## src/rtl/store_buffer.sv

```systemverilog
// Store write queue: formats store data onto byte lanes, queues entries in a
// small FIFO, drains them to data memory and flags loads that hit a pending word.
module store_buffer #(
    parameter int DEPTH = 4,
    parameter int PTR_W = 2
) (
    input  logic             clk,
    input  logic             rst,
    input  logic             storeValid,
    input  logic [2:0]       funct3,
    input  logic [31:0]      storeAddr,
    input  logic [31:0]      storeData,
    output logic             storeReady,
    output logic             storeErr,
    input  logic             loadCheck,
    input  logic [31:0]      loadAddr,
    output logic             loadConflict,
    output logic             memValid,
    input  logic             memReady,
    output logic [31:0]      memAddr,
    output logic [31:0]      memData,
    output logic [3:0]       memStrb,
    output logic             empty,
    output logic [PTR_W:0]   count
);

    localparam logic [PTR_W:0] L_FULL = (PTR_W+1)'(DEPTH);

    logic [PTR_W-1:0] r_rptr;
    logic [PTR_W-1:0] r_wptr;
    logic [PTR_W:0]   r_count;

    logic [29:0]      r_addr [DEPTH];
    logic [31:0]      r_data [DEPTH];
    logic [3:0]       r_strb [DEPTH];

    logic [1:0]       w_off;
    logic [3:0]       w_strb;
    logic [31:0]      w_data;
    logic             w_bad;
    logic             w_push;
    logic             w_pop;
    logic [DEPTH-1:0] w_hit;

    assign w_off = storeAddr[1:0];

    // Lane replication: memory only writes the lanes enabled by the strobe.
    always_comb begin
        w_strb = 4'b0000;
        w_data = 32'h0;
        w_bad  = 1'b0;
        case (funct3)
            3'b000: begin
                w_strb = 4'b0001 << w_off;
                w_data = {4{storeData[7:0]}};
            end
            3'b001: begin
                w_bad  = w_off[0];
                w_strb = w_off[1] ? 4'b1100 : 4'b0011;
                w_data = {2{storeData[15:0]}};
            end
            3'b010: begin
                w_bad  = |w_off;
                w_strb = 4'b1111;
                w_data = storeData;
            end
            default: w_bad = 1'b1;
        endcase
    end

    assign storeReady = (r_count != L_FULL);
    assign storeErr   = storeValid & w_bad;
    assign w_push     = storeValid & storeReady & ~w_bad;
    assign empty      = (r_count == '0);
    assign memValid   = ~empty;
    assign w_pop      = memValid & memReady;
    assign count      = r_count;

    assign memAddr = memValid ? {r_addr[r_rptr], 2'b00} : 32'h0;
    assign memData = memValid ? r_data[r_rptr] : 32'h0;
    assign memStrb = memValid ? r_strb[r_rptr] : 4'b0000;

    always_ff @(posedge clk or posedge rst) begin
        if (rst) begin
            r_rptr  <= '0;
            r_wptr  <= '0;
            r_count <= '0;
        end else begin
            if (w_push) r_wptr <= r_wptr + PTR_W'(1);
            if (w_pop)  r_rptr <= r_rptr + PTR_W'(1);
            case ({w_push, w_pop})
                2'b10:   r_count <= r_count + (PTR_W+1)'(1);
                2'b01:   r_count <= r_count - (PTR_W+1)'(1);
                default: r_count <= r_count;
            endcase
        end
    end

    // Payload needs no reset: it is only observed through slots inside the count.
    always_ff @(posedge clk) begin
        if (w_push) begin
            r_addr[r_wptr] <= storeAddr[31:2];
            r_data[r_wptr] <= w_data;
            r_strb[r_wptr] <= w_strb;
        end
    end

    // A slot is live when its distance from the head is below the fill level.
    genvar gi;
    generate
        for (gi = 0; gi < DEPTH; gi++) begin : g_hit
            logic [PTR_W-1:0] w_dist;
            assign w_dist    = PTR_W'(gi) - r_rptr;
            assign w_hit[gi] = ({1'b0, w_dist} < r_count) &&
                               (r_addr[gi] == loadAddr[31:2]);
        end
    endgenerate

    assign loadConflict = loadCheck & (|w_hit);

endmodule
```

## config.mk

```make
export PLATFORM = sky130hd
export DESIGN_NAME = store_buffer
export DESIGN_NICKNAME = d
export VERILOG_FILES = /design/src/rtl/store_buffer.sv
export SDC_FILE = /design/constraint.sdc
export NUM_CORES = 1
export LEC_CHECK = 0
export ABC_AREA = 1
export BUFFER_PORTS_ARGS = -buffer_cell sky130_fd_sc_hd__buf_4
export CORE_ASPECT_RATIO = 0.6
export CORE_UTILIZATION = 41
export CTS_CLUSTER_DIAMETER = 40
export DETAILED_ROUTE_END_ITERATION = 16
export HOLD_SLACK_MARGIN = 0.12
export PLACE_DENSITY = 0.67
export SYNTH_ARGS = -nofsm -noshare
export SYNTH_HDL_FRONTEND = slang
export SYNTH_SLANG_ARGS = --single-unit
```

## constraint.sdc

```tcl
create_clock -name clk -period 4.8 [get_ports clk]
set_clock_uncertainty 0.05 [all_clocks]
set_input_delay 0.96 -clock clk [delete_from_list [all_inputs] [get_ports clk]]
set_output_delay 0.96 -clock clk [all_outputs]
set_load 0.01 [all_outputs]
```

==> impl_metrics.yaml <==
placed_design:
  io_buffers: 175
  dpl_cell_area_um2: 14100
  dp_hpwl_um: 21700
  place_inst: 1557
  gp_congestion: 0.857
logic_synthesis:
  yosys-top-cells-area: "edfxtp_1, nand2_1, xnor2_1"
  yosys_warnings: 0
  syn_area_per_cell_um2: 12.0
  synth-simple-area-share: 0.113
  synth_cell_type_count: 33
  synth_edf_count: 264
  syn_inst: 1026
  synth_seq_area_share: 0.660
  synthAdderAreaFrac: 0.0108
  dominantRegCellSynth: "edfxtp_1"
  synth_top_family_by_area: "simple AND/OR/NAND/NOR gates"
  ys_ff_latch: 271
  yosys.area.top_type_share: 0.646
  postSynth.asyncResetShare: 0.0258
  synthMuxAreaShare: 0
  syn_area_um2: 12300
  yosysTopAreaCell: "edfxtp_1"
  yosys.area_share.xor_xnor: 0.0792
  synth-compound-area-share: 0.0927
worst_setup_path:
  path_delay_family: "flip-flops"
  ff2ff_setup_slack_ns: 2.19
  cp_slowest_cell: "dfrtp_2"
  r2r-start: "count[1]"
  crit_required_ns: 3.79
  crit_fanout: 37
  end_kind: "output pin"
  arrival_ns: 3.14
  cp_num_buf_inv: 2
  cp_cell_sequence: "nor2_4 > nor2_1 > inv_1 > ha_1 > a31oi_1 > nand3_1 > nor2_1 > nand3_1 > nand2_1 > nor2_1 > nor2_1 > buf_4"
  cp_slowest_stage_delay_ns: 0.98
  critical_path_class: "flop to output pin"
  crit_cells: 12
  rr_worst_depth: 7
  cp_common_cell: "nor2_1"
  r2r_end: "r_data[3][26]"
  critPathLaunchType: "flop"
grt:
  grt_pass1_vias: 8415
  antenna_found_initial: 0
  track_usage: 0.219
  grt_max_degree: 67
  grt_pass1_wl_um: 49900
  overflow: 0
layout:
  fillCellCount: 2525
  fin_cells: 1610
  fin_area_um2: 15100
  post-route-util: 0.518
  final_common_cell: "edfxtp_1"
  diodes: 0
  drive_gt1_frac: 0.209
  mostFrequentLayoutCells: "edfxtp_1, buf_4, nand2_1"
  synthToLayoutAreaGrowth_pct: 22.7
  nets: 1303
clocking:
  root_buffer: "clkbuf_16"
  cts-hold-fix-buffers: 0
  clockBufferDepth: 3
  cts.sinks: 271
  post-cts-setup-buffers: 0
  post_cts_resized: 0
  numCtsBuffers: 30
  h-tree-depth: 1
  cts.clk_slew.worst_paths_ns: 0.06
  cts_tree: "yes"
  clk_latency_ns: 0.55
routing:
  post-route-drc-count: 0
  via_per_inst: 5.43
  firstDrtPassIters: 5
  avgRoutedWirePerCell_um: 21.1
  wl_um: 33900
  ant_nets: 0
  dr_total_vias: 8748
  drt_iter0_drc: 788
floorplanning:
  die_h_um: 136
  core.rowCount: 48
  die_w_um: 225
  start_util: 0.422
  design.core.area_um2: 29100
  die_area_um2: 30600
  io_pins: 180
sta:
  setup-tns-final_ns: 0
  slew_violations: 0
  fmax_mhz: 241
  worst_pin_slew_ns: 0.940
  finalSetupViolations: 0
  max-slew-margin-rel: 0.373
  rsz0062_at_grt: "no"
  period_needed_ns: 4.15
  finalCritPeriodShare: 0.864
  hold_viol_final: 0
pwr:
  p_total_mw: 8.35
  ir_drop_mv: 0.405
  leakage_nw: 5.45
  power.density_nw_per_um2: 555
flow_run:
  max_cap_violations: 0
worst_hold_path:
  min_path_type: "primary input to asynchronous set/reset pin"
run_status:
  status: "finished, final reports clean"
==> where the power goes <==
group / leakage (nW) / internal, mW / total (mW) / switching, mW
combinational: 2.49 / 1.20 / 3.09 / 1.88
sequential: 2.49 / 2.83 / 3.00 / 0.170
clock: 0.459 / 1.34 / 2.26 / 0.928
==> cell usage after synthesis, types with 2 or more instances <==
library cell,n
buf_4,4
xor2_1,44
a22oi_1,59
nand2_1,158
o211ai_1,9
nand4_1,8
nor3_2,2
nand3_1,79
ha_1,9
nor2_1,77
inv_1,66
o21ai_0,26
inv_2,2
clkbuf_1,36
edfxtp_1,264
a221oi_1,7
a31oi_1,60
a21oi_1,8
buf_2,21
dfrtp_1,7
nor2_2,2
xnor2_1,67
==> layer usage <==
| metal | wire, um | global-route usage | up-vias |
|---|---|---|---|
| li1 | - | - | 3999 |
| met1 | 15700 | 0.325 | 4305 |
| met2 | 14800 | 0.331 | 398 |
| met3 | 2720 | 0.0398 | 46 |
| met4 | 714 | 0.0559 | 0 |
| met5 | 0 | 0 | - |
==> worst max path at each step <==
| stage | startpoint | endpoint | slack, ns |
|---|---|---|---|
| floorplan | funct3[2] | r_addr[0][0] | -0.19 |
| global placement | r_rptr[1] | loadConflict | 1.25 |
| detailed placement | r_rptr[1] | loadConflict | 1.21 |
| CTS | r_rptr[1] | loadConflict | 0.62 |
| global route | r_rptr[1] | loadConflict | 0.47 |
| finish | r_rptr[1] | loadConflict | 0.65 |
==> metrics by stage <==
stage	setup WS, ns	hold slack, ns
CTS	0.617	0.295
finish	0.653	0.319
global route	0.468	0.324
detailed placement	1.21	0.492
global placement	1.25	0.472
floorplan	-0.186	0.444
==> worst register-to-register path: stages (launching register included) <==
cell     delay, ns
dfrtp_1       0.45
inv_1         0.18
nand3_1       0.20
nand2_1       0.18
nor2_4        0.22
inv_2         0.14
nor2_4        0.58
buf_12        0.29
==> state kept, by name, indices dropped and copies added, names as in the netlist <==
name / cells
count: 3
r_addr: 120
r_data: 128
r_rptr: 2
r_strb: 16
r_wptr: 2
==> area by class of cell <==
| class | count | area [um2] | area share |
|---|---|---|---|
| flip-flops and latches | 271 | 8110 | 0.538 |
| multi-input cells | 625 | 3690 | 0.245 |
| repair buffers | 193 | 1520 | 0.101 |
| clock buffers | 34 | 787 | 0.0523 |
| well taps | 400 | 500 | 0.0332 |
| inverters | 68 | 255 | 0.0170 |
| clock inverters | 19 | 190 | 0.0126 |
==> logic make-up after synthesis <==
group           Yosys count
flops                   271
simple gates            330
fa+ha+maj                10
buf+inv                 131
other cells               1
xor+xnor                111
compound gates          172
Note: power is estimated with default switching activity, not from simulation.
